File: src/rtl/mem_port_arbiter.sv
// mem_port_arbiter: shares one memory port between fetch and data requesters, alternating on contention
module mem_port_arbiter #(
  parameter int ADDR_W = 32,
  parameter int DATA_W = 32
) (
  input  logic                clk,
  input  logic                rst,
  input  logic                inst_req,
  input  logic [ADDR_W-1:0]   inst_addr,
  output logic [DATA_W-1:0]   inst_rdata,
  output logic                inst_ready,
  input  logic                data_req,
  input  logic                data_wr,
  input  logic [ADDR_W-1:0]   data_addr,
  input  logic [DATA_W-1:0]   data_wdata,
  input  logic [DATA_W/8-1:0] data_wstrb,
  output logic [DATA_W-1:0]   data_rdata,
  output logic                data_ready,
  output logic                mem_req,
  output logic                mem_wr,
  output logic [ADDR_W-1:0]   mem_addr,
  output logic [DATA_W-1:0]   mem_wdata,
  output logic [DATA_W/8-1:0] mem_wstrb,
  input  logic                mem_ready,
  input  logic [DATA_W-1:0]   mem_rdata
);
  typedef enum logic [1:0] {IDLE, BUSY_I, BUSY_D} state_t;
  state_t state, state_n;
  logic last_d, last_d_n;
  logic mem_req_n, mem_wr_n, inst_ready_n, data_ready_n;
  logic [ADDR_W-1:0] mem_addr_n;
  logic [DATA_W-1:0] mem_wdata_n, inst_rdata_n, data_rdata_n;
  logic [DATA_W/8-1:0] mem_wstrb_n;
  logic inst_elig, data_elig, grant_d, grant_i, grant, store, done;
  assign inst_elig = inst_req & ~inst_ready;
  assign data_elig = data_req & ~data_ready;
  assign grant_d = (state == IDLE) & data_elig & (~inst_elig | ~last_d);
  assign grant_i = (state == IDLE) & inst_elig & ~grant_d;
  assign grant = grant_d | grant_i;
  assign store = grant_d & data_wr;
  assign done = (state != IDLE) & mem_ready;
  // next state, latched access on grant, completion data and ready pulses
  always_comb begin
    state_n = grant_d ? BUSY_D : grant_i ? BUSY_I : done ? IDLE : state;
    last_d_n = grant ? grant_d : last_d;
    mem_req_n = grant | (mem_req & ~done);
    mem_wr_n = grant ? store : mem_wr & ~done;
    mem_addr_n = grant_d ? data_addr : grant_i ? inst_addr : mem_addr;
    mem_wdata_n = store ? data_wdata : grant ? '0 : mem_wdata;
    mem_wstrb_n = store ? data_wstrb : (grant | done) ? '0 : mem_wstrb;
    inst_ready_n = done & (state == BUSY_I);
    data_ready_n = done & (state == BUSY_D);
    inst_rdata_n = inst_ready_n ? mem_rdata : inst_rdata;
    data_rdata_n = data_ready_n ? mem_rdata : data_rdata;
  end
  // state and registered outputs; reset aborts any access in flight
  always_ff @(posedge clk) begin
    if (rst) begin
      state <= IDLE;
      last_d <= 1'b0;
      mem_req <= 1'b0;
      mem_wr <= 1'b0;
      mem_addr <= '0;
      mem_wdata <= '0;
      mem_wstrb <= '0;
      inst_ready <= 1'b0;
      data_ready <= 1'b0;
      inst_rdata <= '0;
      data_rdata <= '0;
    end else begin
      state <= state_n;
      last_d <= last_d_n;
      mem_req <= mem_req_n;
      mem_wr <= mem_wr_n;
      mem_addr <= mem_addr_n;
      mem_wdata <= mem_wdata_n;
      mem_wstrb <= mem_wstrb_n;
      inst_ready <= inst_ready_n;
      data_ready <= data_ready_n;
      inst_rdata <= inst_rdata_n;
      data_rdata <= data_rdata_n;
    end
  end
endmodule

File: config.mk
export PLATFORM = sky130hd
export DESIGN_NAME = mem_port_arbiter
export DESIGN_NICKNAME = d
export VERILOG_FILES = /design/src/rtl/mem_port_arbiter.sv
export SDC_FILE = /design/constraint.sdc
export NUM_CORES = 1
export LEC_CHECK = 0
export ABC_AREA = 1
export CORE_ASPECT_RATIO = 0.7
export CORE_MARGIN = 2
export CORE_UTILIZATION = 45
export CTS_CLUSTER_DIAMETER = 80
export DETAILED_ROUTE_END_ITERATION = 8
export PLACE_DENSITY = 0.92
export SLEW_MARGIN = 30
export SYNTH_ARGS = -nofsm -noshare
export SYNTH_HDL_FRONTEND = slang
export SYNTH_SLANG_ARGS = --single-unit
File: constraint.sdc
create_clock -name clk -period 2.3 [get_ports clk]
set_clock_uncertainty 0.1 [all_clocks]
set_input_delay 0.46 -clock clk [delete_from_list [all_inputs] [get_ports clk]]
set_output_delay 0.46 -clock clk [all_outputs]
set_load 0.01 [all_outputs]
# Yosys cells after proc, flatten, opt, wreduce, memory -nomap -nowiden
# Cells that the tools add are included.
# op_classes
n_eq_ne	2
muxes	10
bitwise_logic	22
reduce_logical	8
# op_table
op	n
two-way mux 32 bit	4
bitwise AND 1 bit	12
nonzero test 2 bit	5
two-way mux 4 bit	2
two-way mux 2 bit	3
inverter 1 bit	6
bitwise OR 1 bit	4
nonzero test 3 bit	1
== test 2 x 1 -> 1 bit (second input constant)	1
== test 2 bit (second input constant)	1
logical NOT 2 bit	1
OR reduction 2 bit	1
two-way mux 1 bit	1
# totals
reg_bits	139

# Depth between registers and ports, before layout
# depth
ltp_word	11
depth_mapped	9
depth_no_buf	8

# Worst setup path before layout
# Ideal clock, no wire load.
# synth_timing
path_kind	input port to flip-flop
startpoint	input port rst
endpoint	register data_rdata[17]
setup_ns	0.070
arrival_ns	1.234
required_ns	2.130
setup_slack_ns	0.897
cell_stages	6
path_buffers	3
cell_sequence	clkbuf_1 > inv_2 > buf_2 > clkbuf_2 > o21ai_0 > a21oi_1
# synth_lines
item	line	rtl
start, declared	7	input logic rst,
end signal, assigned	81	data_rdata <= data_rdata_n;
end, declared	17	output logic [DATA_W-1:0] data_rdata,

# Worst setup path after layout
# layout_timing
startpoint	register mem_req
endpoint	output port mem_req
# layout_lines
item	line	rtl
start, declared	19	output logic mem_req,
start signal, assigned	73	mem_req <= mem_req_n;
# No word-level cell between the ends.

==> summary.txt <==
STA
  – Final max-slew violation count: 0
  – Fin crit share: 0.857
  – Fmax: 0.507 GHz
  – Setup-failing EPs final: 0
  – Hold Vio Cnt, Final: 0
  – Relative slew slack: 0.713
  – Worst-Margin Slew: 430 ps
  – PnR worst setup slack: 329 ps
  – Setup TNS: 0 ps
  – Final Critical Period: 1970 ps
  – RSZ-0062 raised after global routing: no
  – Hold_ws: 342 ps

Clock tree
  – CTS Buf Count: 17
  – Longest Clk Path Bufs: 2
  – H-tree depth: 4
  – Post-CTS setup buffer count: 0
  – Worst-Skew Late Latency: 400 ps
  – CTS sink cnt: 139
  – CTS tree: yes
  – Hold_buf cts: 0
  – Root Driver: clkbuf_16
  – Post-CTS Resized: 0
  – Clock Pin Slew Worst Setup and Hold Paths: 70 ps

Critical path
  – Startpoint type of the worst setup path: register
  – Crit. End Element: output pin
  – Req. time, crit path: 1740 ps
  – R2R depth: 8
  – Max incr delay on CP: 600 ps
  – Worst-path cell chain: clkdlybuf4s50_1
  – Number of cells on the critical path: 1
  – Critical path class: register to output pin
  – Slowest stage cell, crit path: clkdlybuf4s50_1
  – Delay-heaviest family, CP: buffers and inverters
  – Critical Path AT: 1410 ps
  – CP bufs+invs: 1
  – Max FO, Critical Path: 2

Place
  – Hpwl dp: 13,500 um
  – Final GP Congestion: 0.826
  – Placed cell areas: 8800 sq um
  – Dpl ws: 242 ps
  – IO buf count: 273
  – Inst Count DP: 1,218

Run status
  – Run status: finished clean

Global route
  – Largest net degree at the start of global routing: 70
  – GRT Total Usage: 0.271
  – Remaining Overflow, GRT: 0
  – Initial antenna violation count: 0
  – Number of global-route vias before repair: 6,172
  – First-pass GRT wire length: 30,800 um

Synth
  – Synth Flop Type: dfxtp_1
  – Commonest cells in the netlist: inv_1 (164), dfxtp_1 (139), nand3_1 (132)
  – Cells after Synth: 829
  – Synthesized flop and latch total: 139
  – Mapped cell area: 5960 sq um
  – Syn Nets: 967
  – Cell with the most instances after synthesis: inv_1
  – EDFF count, synth: 0
  – Post-synthesis cell type count: 19
  – Register area share after synthesis: 0.467
  – Synth top area cells: dfxtp_1 (47%), nand3_1 (11%), inv_1 (10%)
  – Area fraction of the dominant cell type after synthesis: 0.467
  – Synth warn: 0
  – Asr flop ratio synth: 0
  – Leading area contributor after synthesis: dfxtp_1
  – Syn Area/Cell: 7.19 sq um

Final layout
  – Synth-to-layout area growth: 56.8%
  – Ant. Diodes: 0
  – Nets: 1,209
  – Final Cell Area: 9350 sq um
  – Finished Layout Cells: 1,250
  – Fillers: 1,011
  – Share of cells above drive strength 1: 0.0572
  – Core Util, Final: 0.717

Power and ir drop
  – Leak: 3.92 nW
  – Design Power: 6.94 mW
  – Power per cell area: 742 nW/um^2
  – Max IR drop VDD: 0.537 mV

Job
  – MaxCap Viol Count: 0

Detailed routing
  – Vias: 6,444
  – Drt drc: 0
  – Final ANT Viol Nets: 0
  – 1st-pass router iterations: 5
  – DR WL/cell: 15.7 um
  – Number of DRC markers in iteration 0: 451
  – Vias per cell: 5.16
  – Drt total wl: 19,600 um

Die
  – Die H: 100 um
  – Initial core utilization: 0.457
  – Area of the die: 14,200 sq um
  – Die width: 142 um
  – Core Box Area: 13,100 sq um
  – Ports: 274
  – Standard-cell rows: 35

Worst hold path
  – HP Class: register to register
  – Hold depth: 2
## report_power, final
| group | internal, mW | switching, mW | total, mW |
|---|---|---|---|
| logic | 0.807 | 0.824 | 1.63 |
| clock network | 1.42 | 1.16 | 2.58 |
| registers | 2.61 | 0.114 | 2.72 |
## cells in the final DEF, fill, tap and decap left out, types with 3 or more instances in the layout
cell type,synthesis,routed
buf_4,5,11
inv_2,3,3
nand2_1,101,101
buf_12,0,6
a21oi_1,104,104
inv_1,164,164
inv_8,0,3
clkinvlp_4,0,4
o21ai_0,57,57
dfxtp_1,139,139
nor2_1,4,4
o21ai_1,7,7
clkbuf_16,0,17
nand3_1,132,130
nand2_2,3,3
clkdlybuf4s50_1,0,273
nand3_2,3,5
inv_6,0,6
nand4_1,42,42
## worst paths after layout
path | start | endpoint | slack (ps)
min reg2reg | inst_rdata[23] | inst_rdata[23] | 340
max | mem_req | mem_req | 330
min | inst_rdata[23] | inst_rdata[23] | 340
max reg2reg | state[1] | mem_addr[14] | 700
## tightest hold or removal path, stage by stage (launching register included)
cell     delay, ps
dfxtp_1        310
inv_1           40
a21oi_1         50
## logic make-up (layout without fill, tap and decap cells)
group                  Yosys count  in the layout  synth area share
AOI/OAI and AO/OA              168            168             0.141
buffers and inverters          234            489             0.158
DFF                            139            139             0.467
and+or+nand+nor                288            288             0.234
## registers in the layout (all words and copies together), names as in the netlist
signal / cells
mem_wstrb: 4
inst_rdata: 32
data_rdata: 32
state: 2
mem_addr: 32
inst_ready: 1
mem_wr: 1
data_ready: 1
last_d: 1
mem_req: 1
mem_wdata: 32
## routing by layer
layer / track usage / share of wire / up-vias
met3: 0.101 / 0.11 / 39
met1: 0.321 / 0.39 / 2947
li1: - / - / 3162
met4: 0.105 / 0.025 / 0
met2: 0.453 / 0.47 / 296
met5: 0 / 0 / -
## final cells by class
cell class	instances	area, sq um	area share
sequential	139	2780	0.298
tap	166	208	0.0222
inverter	167	627	0.0670
multi-input combinational	456	2250	0.240
clock buffer	18	429	0.0459
clock inverter	14	125	0.0134
timing repair buffer	290	2940	0.314
(Power assumes the default switching activity.)
